==> src/rtl/bp_be_dcache_trace_pkg.sv <==
// Shared trace-driver types: command/state enums and the trace-entry struct macro.
`ifndef BP_BE_DCACHE_TRACE_PKG_SV
`define BP_BE_DCACHE_TRACE_PKG_SV

// dcache packet = {opcode[3:0], page_offset, data}
`define BP_BE_DCACHE_PKT_WIDTH(page_offset_width_mp, dword_width_mp) \
   (4 + (page_offset_width_mp) + (dword_width_mp))

`define DECLARE_BP_BE_DCACHE_TRACE_ENTRY_S(page_offset_width_mp, dword_width_mp, ptag_width_mp) \
   typedef struct packed { \
      bp_trace_cmd_e                                                          cmd; \
      logic                                                                   check; \
      logic [`BP_BE_DCACHE_PKT_WIDTH(page_offset_width_mp, dword_width_mp)-1:0] pkt; \
      logic [(ptag_width_mp)-1:0]                                             ptag; \
      logic [(dword_width_mp)-1:0]                                            expected; \
   } bp_be_dcache_trace_entry_s

package bp_be_dcache_trace_pkg;

   typedef enum logic [1:0] {
      e_trace_send  = 2'b00,
      e_trace_wait  = 2'b01,
      e_trace_delay = 2'b10,
      e_trace_done  = 2'b11
   } bp_trace_cmd_e;

   typedef enum logic [1:0] {
      e_run,
      e_delay,
      e_done
   } bp_trace_state_e;

endpackage

`endif

==> src/rtl/bsg_fifo_1r1w_small.sv <==
// Small circular-buffer FIFO, valid/ready in, valid/yumi out.
module bsg_fifo_1r1w_small #(
   parameter int width_p = 65,
   parameter int els_p   = 8
) (
   input  logic               clk_i,
   input  logic               reset_i,
   input  logic               v_i,
   output logic               ready_o,
   input  logic [width_p-1:0] data_i,
   output logic               v_o,
   output logic [width_p-1:0] data_o,
   input  logic               yumi_i
);
   localparam int ptr_w_lp = (els_p > 1) ? $clog2(els_p) : 1;

   logic [width_p-1:0]  mem [els_p];
   logic [ptr_w_lp-1:0] rptr_r, wptr_r;
   logic [ptr_w_lp:0]   cnt_r;
   logic                enq, deq;

   assign ready_o = (cnt_r != (ptr_w_lp+1)'(els_p));
   assign v_o     = (cnt_r != '0);
   assign data_o  = mem[rptr_r];
   assign enq     = v_i & ready_o;
   assign deq     = yumi_i & v_o;

   always_ff @(posedge clk_i or posedge reset_i) begin
      if (reset_i) begin
         rptr_r <= '0;
         wptr_r <= '0;
         cnt_r  <= '0;
      end else begin
         if (enq) wptr_r <= (wptr_r == ptr_w_lp'(els_p-1)) ? '0 : wptr_r + 1'b1;
         if (deq) rptr_r <= (rptr_r == ptr_w_lp'(els_p-1)) ? '0 : rptr_r + 1'b1;
         if (enq & ~deq)      cnt_r <= cnt_r + 1'b1;
         else if (deq & ~enq) cnt_r <= cnt_r - 1'b1;
      end
   end

   // storage needs no reset; occupancy is tracked by cnt_r
   always_ff @(posedge clk_i) begin
      if (enq) mem[wptr_r] <= data_i;
   end
endmodule

==> src/rtl/bp_be_dcache_trace_driver.sv <==
// Plays a trace ROM into the dcache harness and checks in-order responses.
module bp_be_dcache_trace_driver
   import bp_be_dcache_trace_pkg::*;
#(
   parameter int dword_width_p       = 64,
   parameter int page_offset_width_p = 12,
   parameter int ptag_width_p        = 28,
   parameter int trace_els_p         = 256,
   parameter int outstanding_els_p   = 8,
   parameter int err_cnt_width_p     = 16,
   localparam int dcache_pkt_width_lp = `BP_BE_DCACHE_PKT_WIDTH(page_offset_width_p, dword_width_p),
   localparam int trace_width_lp      = 2 + 1 + dcache_pkt_width_lp + ptag_width_p + dword_width_p,
   localparam int rom_addr_width_lp   = $clog2(trace_els_p)
) (
   input  logic                           clk_i,
   input  logic                           reset_i,
   output logic [rom_addr_width_lp-1:0]   rom_addr_o,
   input  logic [trace_width_lp-1:0]      rom_data_i,
   output logic [dcache_pkt_width_lp-1:0] dcache_pkt_o,
   output logic [ptag_width_p-1:0]        ptag_o,
   output logic                           dcache_pkt_v_o,
   input  logic                           dcache_pkt_ready_i,
   input  logic                           v_i,
   input  logic [dword_width_p-1:0]       data_i,
   output logic                           done_o,
   output logic                           error_o,
   output logic [err_cnt_width_p-1:0]     err_cnt_o
);
   localparam int cnt_width_lp = $clog2(outstanding_els_p+1);

   `DECLARE_BP_BE_DCACHE_TRACE_ENTRY_S(page_offset_width_p, dword_width_p, ptag_width_p);

   bp_be_dcache_trace_entry_s entry;
   bp_trace_cmd_e             cmd;
   bp_trace_state_e           state_r, state_n;
   logic [rom_addr_width_lp-1:0] pc_r, pc_n;
   logic [cnt_width_lp-1:0]      cnt_r;
   logic [15:0]                  delay_r, delay_n;
   logic                         end_r, end_n;
   logic                         pkt_v, advance, xfer, push, pop, err_inc;
   logic                         fifo_ready, head_v, head_check;
   logic [dword_width_p-1:0]     head_expected;

   assign entry        = rom_data_i;
   // past the last ROM entry the trace behaves as an implicit DONE
   assign cmd          = end_r ? e_trace_done : entry.cmd;
   assign rom_addr_o   = pc_r;
   assign dcache_pkt_o = entry.pkt;
   assign ptag_o       = entry.ptag;
   assign dcache_pkt_v_o = pkt_v;
   assign done_o       = (state_r == e_done);

   always_comb begin
      state_n = state_r;
      pc_n    = pc_r;
      end_n   = end_r;
      delay_n = delay_r;
      pkt_v   = 1'b0;
      advance = 1'b0;
      case (state_r)
         e_run: begin
            case (cmd)
               e_trace_send:  begin
                  pkt_v   = (cnt_r < cnt_width_lp'(outstanding_els_p));
                  advance = pkt_v & dcache_pkt_ready_i;
               end
               e_trace_wait:  advance = (cnt_r == '0);
               e_trace_delay: begin
                  advance = 1'b1;
                  delay_n = entry.expected[15:0];
                  state_n = e_delay;
               end
               default:       if (cnt_r == '0) state_n = e_done;
            endcase
            if (advance) begin
               if (pc_r == rom_addr_width_lp'(trace_els_p-1)) end_n = 1'b1;
               else                                           pc_n  = pc_r + 1'b1;
            end
         end
         e_delay: begin
            if (delay_r == '0) state_n = e_run;
            else               delay_n = delay_r - 1'b1;
         end
         default: ;
      endcase
   end

   assign xfer    = pkt_v & dcache_pkt_ready_i;
   assign push    = xfer & fifo_ready;
   assign pop     = v_i & head_v;
   assign err_inc = v_i & (~head_v | (head_check & (data_i != head_expected)));

   bsg_fifo_1r1w_small #(
      .width_p (1 + dword_width_p),
      .els_p   (outstanding_els_p)
   ) expected_fifo (
      .clk_i   (clk_i),
      .reset_i (reset_i),
      .v_i     (push),
      .ready_o (fifo_ready),
      .data_i  ({entry.check, entry.expected}),
      .v_o     (head_v),
      .data_o  ({head_check, head_expected}),
      .yumi_i  (pop)
   );

   always_ff @(posedge clk_i or posedge reset_i) begin
      if (reset_i) begin
         state_r   <= e_run;
         pc_r      <= '0;
         end_r     <= 1'b0;
         delay_r   <= '0;
         cnt_r     <= '0;
         error_o   <= 1'b0;
         err_cnt_o <= '0;
      end else begin
         state_r <= state_n;
         pc_r    <= pc_n;
         end_r   <= end_n;
         delay_r <= delay_n;
         if (push & ~pop)      cnt_r <= cnt_r + 1'b1;
         else if (pop & ~push) cnt_r <= cnt_r - 1'b1;
         if (err_inc) begin
            error_o <= 1'b1;
            if (err_cnt_o != '1) err_cnt_o <= err_cnt_o + 1'b1;
         end
      end
   end
endmodule

==> config.mk <==
export PLATFORM = sky130hd
export DESIGN_NAME = bp_be_dcache_trace_driver
export DESIGN_NICKNAME = d
export VERILOG_FILES = /design/src/rtl/bp_be_dcache_trace_pkg.sv /design/src/rtl/bsg_fifo_1r1w_small.sv /design/src/rtl/bp_be_dcache_trace_driver.sv
export SDC_FILE = /design/constraint.sdc
export NUM_CORES = 1
export LEC_CHECK = 0
export BUFFER_PORTS_ARGS = -buffer_cell sky130_fd_sc_hd__buf_2
export CAP_MARGIN = 40
export CORE_MARGIN = 3
export CORE_UTILIZATION = 61
export CTS_CLUSTER_SIZE = 24
export DETAILED_ROUTE_END_ITERATION = 8
export PLACE_DENSITY = 0.85
export SKIP_LAST_GASP = 1
export SYNTH_ARGS = -nofsm -noshare
export SYNTH_HDL_FRONTEND = slang
export SYNTH_SLANG_ARGS = --single-unit
==> constraint.sdc <==
create_clock -name clk_i -period 17.7 [get_ports clk_i]
set_input_delay 1.77 -clock clk_i [delete_from_list [all_inputs] [get_ports clk_i]]
set_output_delay 1.77 -clock clk_i [all_outputs]
set_load 0.01 [all_outputs]
==> results.sh, run 1 <==
export IMPL_gp_congestion=0.8130
export IMPL_grt_max_degree=65
export IMPL_final_cell_mix="edfxtp_1 (520), buf_2 (161), mux2i_1 (97), clkbuf_16 (57), dfrtp_1 (55)"
export IMPL_areaGrowthSynthToFinish_pct=10.68
export IMPL_die_h_um=206.2
export IMPL_status="completed"
export IMPL_cts_sinks=578
export IMPL_syn_area_per_cell_um2=16.82
export IMPL_maxSlewViolCount=0
export IMPL_crit_path_start="expected_fifo.rptr_r[0]"
export IMPL_place_inst=1997
export IMPL_synth_fp_nets=1711
export IMPL_p_leak_uw=0.009437
export IMPL_synthArstFlopShare=0.1003
export IMPL_tns_ns=0
export IMPL_hold_class="reg2reg"
export IMPL_final_common_cell="edfxtp_1"
export IMPL_start_util=0.6254
export IMPL_critPathKind="reg2reg"
export IMPL_num_vias=13530
export IMPL_synth_cells=1454
export IMPL_crit_path_end="err_cnt_o[1]"
export IMPL_drtAntennaViolNets=0
export IMPL_grt_use_total=0.2778
export IMPL_r2r_cells=10
export IMPL_multi_input_area_um2=6266
export IMPL_die_w_um=206.2
export IMPL_cp_data_required_time_ns=18.16
export IMPL_clk_path_buf_depth=3
export IMPL_crit_arrival_ns=5.83
export IMPL_grt_pass1_vias=13710
export IMPL_grt_setup_unrepaired="no"
export IMPL_viasPerCell=6.418
export IMPL_r2r_end="err_cnt_o[1]"
export IMPL_ir_drop_mv=0.09019
export IMPL_synth_top_area_frac=0.6386
export IMPL_cts_tree="done"
export IMPL_power_density_nw_per_um2=134.6
export IMPL_hpwl_um=37520
export IMPL_regToRegSetupSlack_ns=12.33
export IMPL_max_slew_worst_pin_slew_ns=0.9738
export IMPL_cts_made_buffers=54
export IMPL_cts_setup_buffers=0
export IMPL_synth_main_ff_cell="edfxtp_1"
export IMPL_core_um2=39100
export IMPL_worstSetupStartpointType="flop"
export IMPL_finalHoldViolCount=0
export IMPL_fin_skew_ns=0.02483
export IMPL_ys_seq_area_frac=0.6980
export IMPL_postCtsHoldBufs=0
export IMPL_ctsResizeCount=0
export IMPL_drc=0
export IMPL_drt_initial_drc_count=1437
export IMPL_yosysUniqueCellTypes=51
export IMPL_fillers=2379
export IMPL_num_nets_final=1792
export IMPL_die_area_um2=42520
export IMPL_synth_edf_count=520
export IMPL_register_area_um2=17080
export IMPL_relSlewSlack=0.3484
export IMPL_r2r_start="expected_fifo.rptr_r[0]"
export IMPL_yosysTopAreaCell="edfxtp_1"
export IMPL_grt_pass1_wl_um=86910
export IMPL_wl_um=59350
export IMPL_ys_ff_latch=578
export IMPL_cts_root_buf="clkbuf_16"
export IMPL_netlist_area_um2=24450
export IMPL_drive_gt1_frac=0.2302
export IMPL_clk_latency_ns=0.59
export IMPL_synthTopCellsByArea="edfxtp_1 (64%), dfrtp_1 (5.9%), mux4_2 (5.0%)"
export IMPL_antenna_found_initial=11
export IMPL_htreeDepth=2
export IMPL_fin_crit_sh=0.3034
export IMPL_ys_warn_count=0
export IMPL_critPathCaptureType="flop"
export IMPL_io_buffers=161
export IMPL_min_period_ns=5.369
export IMPL_overflow=0
export IMPL_path_clk_slew_ns=0.06
export IMPL_final_cells=2108
export IMPL_wl_per_cell_um=28.16
export IMPL_io_pin_count=378
export IMPL_drv_cap=0
export IMPL_rows=72
export IMPL_path_max_fanout=64
export IMPL_dr_pass1_iters=7
export IMPL_setup_violations=0
export IMPL_fmax_ghz=0.1862
[layout make-up]
class	instances	share of cell area
Timing Repair Buffer	191	0.04522
Inverter	15	0.002081
Clock buffer	77	0.05622
Multi-Input combinational cell	695	0.2315
Clock inverter	25	0.009108
Antenna cell	9	0.0008322
Sequential cell	578	0.6310
Tap cell	518	0.02395
[power breakdown]
group	internal (uW)	switching [uW]	total [uW]
Combinational	425	492	917
Clock	671	479	1150
Sequential	1510	67.0	1580
Total	2600	1040	3640
[cell families (layout without fill, tap and decap cells)]
family | Yosys count | count (layout) | share of synthesized area
flops | 578 | 578 | 0.6980
compound gates | 184 | 184 | 0.05393
buf+inv | 181 | 308 | 0.04800
other cells | 0 | 9 | 0
fa+ha+maj | 14 | 14 | 0.007778
mux | 186 | 186 | 0.1129
xor+xnor | 69 | 69 | 0.02472
simple gates | 242 | 242 | 0.05465
[flip-flops by register name, indices dropped and copies added (netlist names), 2 cells and up]
| signal | cells |
|---|---|
| rom_addr_o | 8 |
| cnt_r | 4 |
| expected_fifo.wptr_r | 3 |
| state_r | 2 |
| expected_fifo.cnt_r | 4 |
| expected_fifo.rptr_r | 3 |
| expected_fifo.mem | 520 |
| err_cnt_o | 16 |
| delay_r | 16 |
[how the worst min path moves through the flow]
stage,startpoint,end,slack (ns),cells after the start
4_1_cts,error_o,error_o,0.48,1
6_report,error_o,error_o,0.47,1
3_5_place_dp,error_o,error_o,0.45,1
2_1_floorplan,expected_fifo.cnt_r[3],expected_fifo.cnt_r[3],0.46,1
5_1_grt,error_o,error_o,0.49,1
3_3_place_gp,error_o,error_o,0.46,1
[through the flow]
stage          setup WS, ns  instance area (um2)  utilization  power [uW]  hold WS (ns)
2_1_floorplan         9.739                24450            -        2315        0.4639
3_3_place_gp          12.31                24970       0.6388        2464        0.4560
3_5_place_dp          12.39                25270       0.6464        2506        0.4504
4_1_cts               12.33                27040       0.6916        3656        0.4767
5_1_grt               12.01                27050       0.6920        3788        0.4944
6_report              12.33                27060       0.6922        3643        0.4739
[Yosys cell counts, types with 3 or more instances]
cell type	instances
and4_1	3
edfxtp_1	520
inv_1	15
a21o_1	4
nand2b_1	9
nand3_1	11
mux4_2	54
clkbuf_1	18
nor4b_1	4
xnor2_1	36
mux2i_1	97
xor2_1	33
o22ai_1	10
nand4_1	13
ha_1	12
nor2b_1	53
nand3b_1	3
dfrtp_1	58
o31a_1	22
a211oi_1	48
nor4_1	45
nand2_1	36
buf_1	5
buf_4	116
a221oi_1	8
or2_2	3
buf_2	23
a22o_1	24
o21ai_0	29
a21oi_1	24
a22oi_1	3
mux2_2	22
and3_1	7
nor2_1	35
buf_6	4
nor3_1	15
mux4_1	12
[critical path, stage by stage (launching register included)]
cell and delay (ns):
dfrtp_4 0.58, buf_4 0.59, buf_4 0.75, nand2_1 0.66, a211oi_1 0.48, nor4_1 0.11
nor4_1 0.31, and4_1 0.26, nand4_1 0.35, o31ai_4 0.72, mux2_1 0.38
[metal layers]
layer | routed length, um | track usage | vias to the layer above
met3 | 6160 | 0.06962 | 164
met5 | 7 | 0 | -
met1 | 20030 | 0.3413 | 6709
met4 | 2666 | 0.1200 | 2
li1 | - | - | 5812
met2 | 30490 | 0.4728 | 842
(Power assumes the default switching activity.)
==> inputs of run 2 (changes only) <==
--- a/config.mk
+++ b/config.mk
@@ -8,10 +8,10 @@
 export BUFFER_PORTS_ARGS = -buffer_cell sky130_fd_sc_hd__buf_2
 export CAP_MARGIN = 40
 export CORE_MARGIN = 3
-export CORE_UTILIZATION = 61
+export CORE_UTILIZATION = 51
 export CTS_CLUSTER_SIZE = 24
 export DETAILED_ROUTE_END_ITERATION = 8
-export PLACE_DENSITY = 0.85
+export PLACE_DENSITY = 0.76
 export SKIP_LAST_GASP = 1
 export SYNTH_ARGS = -nofsm -noshare
 export SYNTH_HDL_FRONTEND = slang
==> constraint.sdc (replaced) <==
create_clock -name clk_i -period 4.7 [get_ports clk_i]
set_input_delay 0.47 -clock clk_i [delete_from_list [all_inputs] [get_ports clk_i]]
set_output_delay 0.47 -clock clk_i [all_outputs]
set_load 0.01 [all_outputs]
==> results.sh, run 2 (synthesized netlist as in run 1, its figures left out) <==
export IMPL_cts_made_buffers=56
export IMPL_crit_path_end="err_cnt_o[1]"
export IMPL_place_ws_ns=0.1613
export IMPL_maxSlewViolCount=0
export IMPL_max_slew_worst_pin_slew_ns=0.8293
export IMPL_io_pin_count=378
export IMPL_cp_data_required_time_ns=5.17
export IMPL_viasPerCell=5.962
export IMPL_largest_reg_flops=520
export IMPL_placed_cell_area_um2=25370
export IMPL_hold_class="in2async"
export IMPL_clk_path_buf_depth=3
export IMPL_wl_met2_um=28700
export IMPL_p_leak_uw=0.009493
export IMPL_path_max_fanout=32
export IMPL_final_area_um2=27270
export IMPL_hpwl_um=37540
export IMPL_fmax_ghz=0.2314
export IMPL_largest_registers="expected_fifo.mem: 520 flops, delay_r: 16 flops, err_cnt_o: 16 flops"
export IMPL_grt_use_total=0.2287
export IMPL_finalHoldViolCount=0
export IMPL_fin_skew_ns=0.01921
export IMPL_grt_setup_unrepaired="no"
export IMPL_drive_gt1_frac=0.2379
export IMPL_die_area_um2=50610
export IMPL_core_um2=46950
export IMPL_final_cell_mix="edfxtp_1 (520), buf_2 (161), mux2i_1 (97), clkbuf_16 (57), dfrtp_1 (55)"
export IMPL_drc=0
export IMPL_start_util=0.5208
export IMPL_post_route_util=0.5808
export IMPL_grt_pass1_wl_um=85620
export IMPL_cts_tree="done"
export IMPL_io_buffers=161
export IMPL_clk_latency_ns=0.61
export IMPL_worstSetupStartpointType="flop"
export IMPL_wl_met1_um=21060
export IMPL_antenna_found_initial=13
export IMPL_final_common_cell="edfxtp_1"
export IMPL_crit_path_start="expected_fifo.rptr_r[1]"
export IMPL_crit_arrival_ns=4.80
export IMPL_cts_root_buf="clkbuf_16"
export IMPL_wl_um=57700
export IMPL_status="completed"
export IMPL_setup_violations=0
export IMPL_postCtsHoldBufs=0
export IMPL_wl_met3_um=5117
export IMPL_gp_congestion=0.7971
export IMPL_grt_pass1_vias=13570
export IMPL_fin_crit_sh=0.9196
export IMPL_r2r_end="err_cnt_o[1]"
export IMPL_fillers=3387
export IMPL_path_clk_slew_ns=0.06
export IMPL_num_nets_final=1805
export IMPL_ctsResizeCount=0
export IMPL_ir_drop_mv=0.2904
export IMPL_cts_setup_buffers=0
export IMPL_htreeDepth=2
export IMPL_r2r_cells=10
export IMPL_drtAntennaViolNets=0
export IMPL_die_w_um=225.0
export IMPL_power_density_nw_per_um2=512.5
export IMPL_min_period_ns=4.322
export IMPL_wl_per_cell_um=26.13
export IMPL_regToRegSetupSlack_ns=0.38
export IMPL_relSlewSlack=0.4460
export IMPL_rows=79
export IMPL_cts_sinks=578
export IMPL_total_power_uw=13980
export IMPL_fin_ws_ns=0.3780
export IMPL_num_vias=13160
export IMPL_highest_layer="met5"
export IMPL_grt_max_degree=62
export IMPL_overflow=0
export IMPL_regMostFlops="expected_fifo.mem"
export IMPL_areaGrowthSynthToFinish_pct=11.53
export IMPL_dr_pass1_iters=5
export IMPL_die_h_um=225.0
export IMPL_drv_cap=0
export IMPL_drt_initial_drc_count=1181
export IMPL_r2r_start="expected_fifo.rptr_r[1]"
export IMPL_critPathKind="reg2reg"
export IMPL_critPathCaptureType="flop"
## run 2: cell count changes in the layout (fill, tap and decap cells not counted), sizes merged
cell	before	now
buf	191	202
inv	15	18
clkbuf	77	69
clkinv	19	23
diode	9	8
bufinv	5	7
## run 2: area by class of cell
class / count / area, um2 / area share
flip-flops and latches: 578 / 17080 / 0.6262
multi-input cells: 695 / 6279 / 0.2302
clock buffers: 69 / 1521 / 0.05579
repair buffers: 202 / 1214 / 0.04451
well taps: 607 / 759.5 / 0.02785
clock inverters: 34 / 342.8 / 0.01257
inverters: 15 / 56.30 / 0.002065
diodes: 8 / 20.02 / 0.0007341
## run 2: layer usage
metal  global-route usage  up-vias
met2               0.3808      583
met3              0.06083      166
met5                    0        -
li1                     -     5838
met4               0.1081        2
met1               0.2813     6574
## run 2: how the worst min path moves through the flow
stage                                    end
CTS                  expected_fifo.rptr_r[2]
detailed placement                   error_o
finish                          err_cnt_o[1]
floorplan             expected_fifo.cnt_r[3]
global route        expected_fifo.mem[5][48]
global placement                     error_o
## run 2: through the flow
| stage | hold WS (ns) | setup TNS (ns) | cells |
|---|---|---|---|
| 2_1_floorplan | 0.4639 | -46.00 | 1454 |
| 6_report | 0.09058 | 0 | 2208 |
| 4_1_cts | 0.09584 | 0 | 2199 |
| 3_3_place_gp | 0.4599 | 0 | 2094 |
| 5_1_grt | 0.1128 | 0 | 2205 |
| 3_5_place_dp | 0.4795 | 0 | 2096 |
## run 2: worst max-delay path, cell delays in order (launching register included)
cell and delay, ns:
dfrtp_4 0.69, buf_12 0.28, mux4_1 0.58, mux2i_1 0.34, xnor2_1 0.11, nor4_1 0.29, nand4_1 0.36, or4_4 0.72
o31ai_4 0.31, buf_12 0.17, mux2_1 0.32
## run 2: power by group
part           switching (uW)  total (uW)  internal (uW)
Sequential                214        5900           5680
Combinational            1880        3570           1690
Clock                    1840        4510           2670
